<file path="src/rtl/lib_cpu.sv">
`default_nettype none
// ============================================================================
//  Module   : lib_cpu (package)
//  Purpose  : Shared types and sizes for the 4-bit CPU program-memory loader.
//  Revision : 1.0 - initial release
// ============================================================================
package lib_cpu;

    // Loader / run-controller states; order fixes the debug encoding
    typedef enum logic [1:0] {
        LOAD = 2'd0,
        HALT = 2'd1,
        RUN  = 2'd2,
        STEP = 2'd3
    } LDR_STATE;

    localparam int PROG_DEPTH = 16;
    localparam int PROG_WIDTH = 8;
    localparam int PROG_AW    = $clog2(PROG_DEPTH);

endpackage
`default_nettype wire

</file>
<file path="src/rtl/prog_mem.sv">
`default_nettype none
// ============================================================================
//  Module   : prog_mem
//  Purpose  : 16x8 instruction store. One synchronous write port, one
//             asynchronous read port, whole array cleared by reset.
//  Revision : 1.0 - initial release
// ============================================================================
module prog_mem
    import lib_cpu::*;
(
    input  logic                  clk,
    input  logic                  n_reset,
    input  logic                  we,
    input  logic [PROG_AW-1:0]    waddr,
    input  logic [PROG_WIDTH-1:0] wdata,
    input  logic [PROG_AW-1:0]    raddr,
    output logic [PROG_WIDTH-1:0] rdata
);

    logic [PROG_WIDTH-1:0] mem [PROG_DEPTH];

    // Write port; reset wipes the array so a partial program never survives
    always_ff @(posedge clk or negedge n_reset) begin
        if (!n_reset) begin
            for (int i = 0; i < PROG_DEPTH; i++) begin
                mem[i] <= '0;
            end
        end else if (we) begin
            mem[waddr] <= wdata;
        end
    end

    // Fetch port is a plain mux so the CPU sees data in the same cycle
    assign rdata = mem[raddr];

endmodule
`default_nettype wire

</file>
<file path="src/rtl/prog_loader.sv">
`default_nettype none
// ============================================================================
//  Module   : prog_loader
//  Purpose  : Owns the CPU program memory and sequences the core through
//             load, halt, free-run and single-step using its reset and a
//             clock-enable tick.
//  Revision : 1.0 - initial release
// ============================================================================
module prog_loader
    import lib_cpu::*;
#(
    parameter int PRESCALE = 4
)
(
    input  logic                  clk,
    input  logic                  n_reset,
    input  logic                  load_start,
    input  logic                  wr_valid,
    input  logic [PROG_WIDTH-1:0] wr_data,
    output logic                  wr_ready,
    input  logic                  run_en,
    input  logic                  step,
    input  logic [PROG_AW-1:0]    cpu_addr,
    output logic [PROG_WIDTH-1:0] cpu_data,
    output logic                  cpu_n_reset,
    output logic                  cpu_tick,
    output logic                  load_done,
    output logic [1:0]            state
);

    // Prescale counter is sized for the largest legal PRESCALE (256)
    localparam logic [7:0] CNT_LAST = 8'(PRESCALE - 1);

    LDR_STATE             cur_state;
    logic [PROG_AW-1:0]   wptr;
    logic [7:0]           pcnt;
    logic                 wr_fire;

    // A restart cycle must never accept a byte, hence the load_start mask
    assign wr_ready = (cur_state == LOAD) && !load_start;
    assign wr_fire  = wr_valid && wr_ready;
    assign state    = cur_state;

    prog_mem u_prog_mem (
        .clk     (clk),
        .n_reset (n_reset),
        .we      (wr_fire),
        .waddr   (wptr),
        .wdata   (wr_data),
        .raddr   (cpu_addr),
        .rdata   (cpu_data)
    );

    // Run-control FSM with write pointer, prescaler and registered outputs
    always_ff @(posedge clk or negedge n_reset) begin
        if (!n_reset) begin
            cur_state   <= HALT;
            wptr        <= '0;
            pcnt        <= '0;
            cpu_n_reset <= 1'b0;
            cpu_tick    <= 1'b0;
            load_done   <= 1'b0;
        end else begin
            cpu_tick  <= 1'b0;
            load_done <= 1'b0;
            if (load_start) begin
                // Restart wins over everything and holds the core in reset
                cur_state   <= LOAD;
                wptr        <= '0;
                pcnt        <= '0;
                cpu_n_reset <= 1'b0;
            end else begin
                case (cur_state)
                    LOAD: begin
                        if (wr_fire) begin
                            wptr <= wptr + 1'b1;  // wraps to 0 after 15
                            if (wptr == PROG_AW'(PROG_DEPTH - 1)) begin
                                cur_state   <= HALT;
                                load_done   <= 1'b1;
                                cpu_n_reset <= 1'b1;
                            end
                        end
                    end
                    HALT: begin
                        // run_en has priority over a coincident step
                        if (run_en) begin
                            cur_state   <= RUN;
                            pcnt        <= '0;
                            cpu_n_reset <= 1'b1;
                        end else if (step) begin
                            cur_state   <= STEP;
                            cpu_tick    <= 1'b1;
                            cpu_n_reset <= 1'b1;
                        end
                    end
                    RUN: begin
                        // A tick due this cycle still fires even if run_en drops
                        if (pcnt == CNT_LAST) begin
                            pcnt     <= '0;
                            cpu_tick <= 1'b1;
                        end else begin
                            pcnt <= pcnt + 8'd1;
                        end
                        if (!run_en) begin
                            cur_state <= HALT;
                        end
                    end
                    STEP: begin
                        cur_state <= HALT;
                    end
                    default: begin
                        cur_state <= HALT;
                    end
                endcase
            end
        end
    end

endmodule
`default_nettype wire

</file>
<file path="config.mk">
export PLATFORM = sky130hd
export DESIGN_NAME = prog_loader
export DESIGN_NICKNAME = d
export VERILOG_FILES = /design/src/rtl/lib_cpu.sv /design/src/rtl/prog_mem.sv /design/src/rtl/prog_loader.sv
export SDC_FILE = /design/constraint.sdc
export NUM_CORES = 1
export LEC_CHECK = 0
export CORE_MARGIN = 1.5
export CORE_UTILIZATION = 35
export DETAILED_ROUTE_END_ITERATION = 10
export PLACE_DENSITY = 0.64
export SLEW_MARGIN = 10
export SYNTH_ARGS = -nofsm -noshare
export SYNTH_HDL_FRONTEND = slang
export SYNTH_SLANG_ARGS = --single-unit
</file>
<file path="constraint.sdc">
create_clock -name clk -period 2.1 [get_ports clk]
set_input_delay 0.42 -clock clk [delete_from_list [all_inputs] [get_ports clk]]
set_output_delay 0.42 -clock clk [all_outputs]
set_load 0.01 [all_outputs]
</file>
# After elaboration in Yosys (flattened, before gate mapping)

Index checks and enable logic that the tools add are counted.

Flip-flop bits (word level): 145
Input port bits: 18
Output and inout port bits: 14

$add $sub $neg: 2
$lt $le $gt $ge: 3
Eq/ne operators: 10
Muxes and demuxes: 35
Bitwise logic cells: 2
Reductions and logical operators: 13

Operators by type and width:

| operator                                                               | number |
|---|---|
| 128-bit bitwise mux                                                    | 1 |
| 8-bit two-way mux                                                      | 6 |
| 8-bit binary-select mux with 4-bit select                              | 1 |
| 8-bit demux with 4-bit select                                          | 1 |
| 8-bit one-hot mux with 2 select lines                                  | 1 |
| 1-bit two-way mux                                                      | 13 |
| 2-bit two-way mux                                                      | 6 |
| 4-bit two-way mux                                                      | 3 |
| 5-bit greater-or-equal comparator (second input constant)              | 2 |
| 4-bit inverter with 5-bit output                                       | 2 |
| 8-bit by 1-bit adder with 8-bit output (second input constant)         | 1 |
| 8-bit by 2-bit equality test with 1-bit output (second input constant) | 1 |
| 2-bit one-hot mux with 4 select lines                                  | 1 |
| 4-bit AND reduction                                                    | 2 |
| 3-bit by 2-bit != test with 1-bit output (second input constant)       | 2 |
| 3-bit != test (second input constant)                                  | 2 |
| 3-bit nonzero test                                                     | 2 |
| 5-bit by 1-bit < comparator with 1-bit output (second input constant)  | 1 |
| 4-bit by 1-bit adder with 4-bit output (second input constant)         | 1 |
| 2-bit equality test (second input constant)                            | 2 |
| 4-bit equality test (second input constant)                            | 1 |
| 4-bit != test (second input constant)                                  | 1 |
| 1-bit one-hot mux with 2 select lines                                  | 2 |
| 2-bit AND reduction                                                    | 2 |
| 5 further kinds                                                        | 8 |

# Depth between registers and ports, before layout

Depth in word-level cells: 6
Mapped depth: 6
Gate-level depth less buffers: 6

# Cells and area by module

Synthesis repeated with hierarchy kept, for this count alone.

Cell total of the unflattened synthesis: 459
Area total of the unflattened synthesis: 6,847.8 sq um

Modules (own cells, without submodules):

| module      | times used | cells an instance | area each (sq um) |
|---|---|---|---|
| prog_mem    | 1          | 365               | 5,915.7 |
| prog_loader | 1          | 94                | 932.1 |

# Worst setup path after synthesis

OpenSTA, ideal clock, no wires.

Path type: input to output
Start point: input cpu_addr[0]
End point: output cpu_data[1]
Arrival time: 1.749 ns
Required time: 1.680 ns
Path slack: -0.069 ns
Stages: 5
Buffers on the path: 2
Path through: clkbuf_1 -> buf_2 -> mux4_2 -> a22oi_1 -> nand2_1

Cells in the longest elaborated chain, start to end: 4

RTL lines:

| item                                                   | line              | source |
|---|---|---|
| start, declared                                        | prog_loader.sv:23 | `input logic [PROG_AW-1:0] cpu_addr,` |
| 4-bit inverter with 5-bit output (not written as such) | prog_mem.sv:34    | `assign rdata = mem[raddr];` |
| 8-bit binary-select mux with 4-bit select              | prog_mem.sv:34    |  |
| 8-bit two-way mux (not written as such) (2 in series)  | prog_mem.sv:34    |  |
| end, declared                                          | prog_loader.sv:24 | `output logic [PROG_WIDTH-1:0] cpu_data,` |

No other way between the ends. The select of a mux whose other input is x is not followed.

# Final worst setup path

Start point: register u_prog_mem.mem[56] (netlist bit)
End point: output cpu_data[0]

Cells in the longest elaborated chain, start to end: 3

RTL lines:

| item                                                  | line           | source |
|---|---|---|
| start, declared                                       | prog_mem.sv:20 | `logic [PROG_WIDTH-1:0] mem [PROG_DEPTH];` |
| start signal, assigned by index                       | prog_mem.sv:29 | `mem[waddr] <= wdata;` |
| 8-bit binary-select mux with 4-bit select             | prog_mem.sv:34 |  |
| 8-bit two-way mux (not written as such) (2 in series) | prog_mem.sv:34 |  |

No other way between the ends. The select of a mux whose other input is x is not followed.

==> flow_metrics.py <==
metrics = {
    "status": {
        "status": "finished, violations left",
        "violations": "negative setup slack",
    },
    "drt": {
        "first_pass_iters": 4,
        "wl_per_cell_um": 19.6,
        "avgViaCountPerCell": 5.33,
        "final_antenna_net_count": 0,
        "wl_um": 15000,
        "drt_iter0_drc": 205,
        "drcViolationCount": 0,
        "detailroute.via_count": 4079,
    },
    "final_layout": {
        "utilization_pct": 44.2,
        "layout.nets": 546,
        "synthToLayoutAreaGrowth_pct": 23.2,
        "antenna_cells": 0,
        "drive_above_1_share_pct": 49.4,
        "final_cell_area_sq_mm": 0.00829,
    },
    "sta": {
        "hold_viol": 0,
        "fin_worst_skew_ns": 0.00757,
        "fin_crit_ns": 2.19,
        "slew_headroom_pct": 55.5,
        "setup_viol": 7,
        "rsz0062_at_grt": "true",
        "tightest_slew_ns": 0.665,
        "setup_ws_ns": -0.0859,
        "slew_viol_final": 0,
        "fmax_mhz": 457,
        "fin_crit_sh_pct": 104,
        "setup_tns_ns": -0.172,
    },
    "power": {
        "p_per_area_mw_per_mm2": 902,
        "switching_share_pct": 24.7,
        "seqPwrFrac_pct": 44.1,
        "switchingPower_uw": 1850,
        "combPwrFrac_pct": 15.0,
        "ir_drop_v": 0.000530,
        "leakagePower_uw": 0.00392,
        "clockPowerShare_pct": 41.0,
        "p_int_uw": 5630,
    },
    "placed_design": {
        "placed_area_sq_mm": 0.00747,
        "place_ws_ns": -0.729,
        "portBuffers": 31,
        "gp_congestion": 0.762,
        "place_hpwl_um": 9630,
    },
    "synth": {
        "syn_nets": 481,
        "synthArstFlopShare_pct": 100,
        "seq_area_frac_synth_pct": 53.9,
        "syn_inst": 454,
        "yosys.area.top_type_share_pct": 53.5,
        "ys_types": 42,
        "synth_area_sq_mm": 0.00673,
        "ys_ff_latch": 145,
        "dominantRegCellSynth": "dfrtp_1",
        "synth_top_area_cell": "dfrtp_1",
        "ys_top_cells_by_area": "dfrtp_1, mux2_2, mux4_2",
        "ys_warn_count": 0,
        "avgSynthCellArea_sq_um": 14.8,
        "synth_edf_count": 0,
    },
    "die": {
        "die_h_um": 142,
        "initial_core_util_pct": 35.9,
        "io_pins": 32,
        "core_region_area_sq_mm": 0.0188,
        "fp.dieW_um": 142,
        "rows": 50,
        "die_area_sq_mm": 0.0201,
    },
    "clock_network": {
        "root_buffer": "clkbuf_16",
        "cts_buffer_depth": 2,
        "cts.clk_slew.worst_paths_ns": 0.06,
        "cts_buffers": 17,
        "clk_latency_ns": 0.42,
        "cts.sinks": 145,
        "cts_tree": "done",
        "htreeDepth": 4,
    },
    "global_routing": {
        "grtUsageTotal_pct": 16.4,
        "grt_max_degree": 54,
        "first_global_vias": 4421,
        "antenna_found_initial": 0,
        "overflow": 0,
        "grt_pass1_wl_um": 24600,
    },
    "worst_setup_path": {
        "startpoint_type": "flip-flop",
        "crit_buf_inv": 1,
        "critPathArrivalTime_ns": 1.77,
        "crit_type": "flip-flop to primary output",
        "path_cells": "mux4_2, a22oi_2, nand2_1, buf_2",
        "end_kind": "primary output",
        "cpMaxStageDelayCell": "mux4_2",
        "critical_path.max_stage_delay_ns": 0.46,
        "worst_ep_required_time_ns": 1.68,
        "crit_start": "u_prog_mem.mem[56]",
        "worstPathMaxFanout": 2,
        "r2r_start": "state[0]",
        "cp_top_family": "multiplexers",
    },
    "worst_hold_path": {
        "hp-start": "u_prog_mem.mem[107]",
        "hp-class": "flip-flop to flip-flop",
    },
    "job": {
        "maxCapViolations": 0,
    },
}
## cell usage in the layout, fill, tap and decap left out, types with 12 or more instances in the layout
cell,count
a22oi_2,12
dfrtp_1,144
clkbuf_16,17
mux4_2,32
buf_4,27
nand2_1,22
nor2_1,14
clkdlybuf4s50_1,17
mux2_2,122
## path summary, 6_finish.rpt
kind	end	slack [ns]	cells after the start
max in group asynchronous	u_prog_mem.mem[73]	0.80	3
worst max register to register	pcnt[7]	0.16	5
worst min-delay path	u_prog_mem.mem[107]	0.50	1
min in group asynchronous	u_prog_mem.mem[26]	0.53	2
worst max-delay path	cpu_data[0]	-0.09	4
worst min register to register	u_prog_mem.mem[107]	0.50	1
## what timing repair did
item | 4_1_cts | 5_1_grt
setup buffers | 6 | 1
pin swaps | 12 | 9
gates cloned | 3 | 0
resized for setup | 61 | 7
hold buffers | 1 | 0
endpoints found under the setup margin | 9 | 10
endpoints found under the hold margin | 49 | 0
## power by group through the flow
stage                     clock network [uW]  logic, uW  registers [uW]
after global routing                    3260       1220            3340
after floorplan                            0        708            3280
after global placement                     0       1030            3320
final                                   3060       1120            3300
after detailed placement                   0       1070            3340
after CTS                               3130       1110            3300
## sequential cells by signal, indices dropped and copies added, names as in the netlist
name,flops
cpu_tick,1
u_prog_mem.mem,128
state,2
load_done,1
wptr,4
pcnt,8
cpu_n_reset,1
## kinds of logic after synthesis
group	synth area share (%)
multiplexers	32.4
flip-flops	53.9
AND/OR/NAND/NOR	5.32
AO/OA/AOI/OAI	3.90
buffers and inverters	1.69
adder cells (fa/ha/maj)	1.67
XOR/XNOR	1.04
## cell type report
type                    instances  area [sq um]
clock buffers                  18           439
repair buffers                 67           658
inverters                       8          30.0
flip-flops and latches        145          3630
multi-input cells             280          3080
well taps                     234           293
clock inverters                14           165
fillers                      1684         10500
## metrics by stage
step / std cells / hold slack, ns / power, uW
3_5_place_dp: 723 / 0.410 / 4410
2_1_floorplan: 454 / 0.124 / 3990
6_report: 766 / 0.497 / 7480
3_3_place_gp: 723 / 0.403 / 4350
4_1_cts: 765 / 0.497 / 7540
5_1_grt: 766 / 0.517 / 7830
## cells in the mapped netlist, drive strengths merged, types with 3 or more instances
master and count:
buf 6, xor2 6, nand2 30, nor3 4, ha 9, o21ai 5, a22oi 16, clkbuf 15
dfrtp 144, mux4 32, nor2b 3, inv 8, a21oi 3, mux2 129, nor2 15
## layer usage
metal,vias up,part of all wire [%],track usage (%)
met5,-,0,0
met4,0,1.1,4.40
met3,21,4.2,4.45
met2,91,49,27.1
met1,2147,45,21.2
li1,1820,-,-
(Power assumes the default switching activity.)
==> RTL change, RTL diff (same settings) <==
`PROG_DEPTH`: 16 -> 32.
--- a/src/rtl/lib_cpu.sv
+++ b/src/rtl/lib_cpu.sv
@@ -14,7 +14,7 @@
         STEP = 2'd3
     } LDR_STATE;
 
-    localparam int PROG_DEPTH = 16;
+    localparam int PROG_DEPTH = 32;
     localparam int PROG_WIDTH = 8;
     localparam int PROG_AW    = $clog2(PROG_DEPTH);
 
Interface: changed (resized cpu_addr); port bits go from 32 to 33. The function was not compared with the original's and may differ.
==> RTL change against the original RTL <==
The flow still finishes with violations (setup timing). Cell area is 85% higher. Global-route usage is 0.27 points lower. Sequential cell count is 129 higher. Power is 70% higher. Worst hold slack worse by 0.11 ns. Sequential power is 75% higher. Setup slack worse by 0.63 ns. Critical path depth stayed put. Register-to-register slack worse by 0.12 ns. Clock power is 81% higher. Wire length is 91% higher. Synthesized area is 88% higher. First-iteration DRC count is 83% higher. Critical endpoint is now cpu_data[6].
==> RTL change: results (changes against the original RTL) <==
----------------------------------------------------
[Placement]
  Worst slack, placed ... -1.01 ns (was -0.729 ns)
  Instance area after placement ... 14200 um^2 (was 7470 um^2)
  Final Wtd Congestion ... 0.786 (was 0.762)

[Setup path]
  Data arrival time of the critical path ... 2.40 ns (was 1.77 ns)
  Critical path launch point ... u_prog_mem.mem[206] (was u_prog_mem.mem[56])

[Global routing]
  Vias in the first global route ... 7759 (was 4421)
  Aggregate global-route resource usage ... 16.1% (was 16.4%)
  Global-route wire length before repair ... 45.8 mm (was 24.6 mm)
  Maximum number of pins on one net before global-route repair ... 52 (was 54)

[Cells and area]
  Largest registers ... u_prog_mem.mem: 256 flops, pcnt: 8 flops, wptr: 5 flops (was u_prog_mem.mem: 128 flops, pcnt: 8 flops, wptr: 4 flops)
  Fraction of layout cells with a size suffix above 1 ... 55.8% (was 49.4%)

[Timing]
  Max Clock Skew ... 0.0235 ns (was 0.00757 ns)
  Final Setup Violations ... 8 (was 7)
  Setup WS post-layout ... -0.716 ns (was -0.0859 ns)

[Drt]
  Vias per Instance ... 5.25 (was 5.33)
  Drt wl/cell ... 20.8 um (was 19.6 um)
  First-iteration detailed-routing DRC count ... 375 (was 205)

[Yosys]
  Synth Area in Compound Gates ... 1.12% (was 3.90%)
  Number of distinct library cells after synthesis ... 41 (was 42)

[Clock network]
  CTS Buffer Depth ... 3 (was 2)

[Run status]
  Result of the run ... complete, but fails checks (unchanged)
  Violated checks ... setup timing (unchanged)

[Power]
  Max IR drop VDD ... 0.000642 V (was 0.000530 V)
  Combinational-cell power consumption ... 0.00140 W (was 0.00112 W)
  Static Leak ... 7.30 nW (was 3.92 nW)

----------------------------------------------------
==> RTL change: changes by cell type after synthesis, sizes merged, moves of 11 or more <==
cell    change
buf        +11
mux2      +136
mux4       +48
nor2       +14
a22oi      -16
dfrtp     +129
clkbuf     +21
==> RTL change: worst paths after layout <==
path | end | slack, ns | depth (start not counted)
setup / recovery | cpu_data[6] | -0.72 | 4
hold / removal | u_prog_mem.mem[171] | 0.39 | 2
setup reg to reg | u_prog_mem.mem[235] | 0.04 | 6
hold reg to reg | u_prog_mem.mem[217] | 0.50 | 1
max in group asynchronous | u_prog_mem.mem[221] | 0.95 | 3
min in group clk | u_prog_mem.mem[217] | 0.50 | 1
==> RTL change: metal layers <==
layer  routed length (um)  track usage [%]  vias to the layer above
met5                    0                0                        -
met4                  536             3.22                        0
met3                 1210             2.37                       35
met2                13500             26.1                      115
met1                13400             23.0                     3923
li1                     -                -                     3165
==> RTL change: timing repair <==
item | CTS | global route
setup endpoints to repair | 10 | 47
buffers inserted | 2 | 1
hold endpoints to repair | 41 | 0
hold buffers | 1 | 0
pin swaps | 1 | 0
resized for setup | 51 | 10
==> RTL change: layout make-up <==
type,count,area [um^2]
Clock buffer,44,913
Multi-Input combinational cell,468,5630
Clock inverter,11,165
Sequential cell,274,6860
Tap cell,461,577
Inverter,7,26.3
Fill cell,3185,20200
Timing Repair Buffer,113,1210
==> RTL change: stage by stage <==
step	cells	total power [W]	setup TNS, ns	hold WS [ns]
2_1_floorplan	802	0.00668	-2.03	0.124
3_3_place_gp	1319	0.00722	-37.42	0.386
3_5_place_dp	1319	0.00725	-42.95	0.388
4_1_cts	1377	0.0129	-5.73	0.383
5_1_grt	1378	0.0133	-5.92	0.402
6_report	1378	0.0127	-5.46	0.389
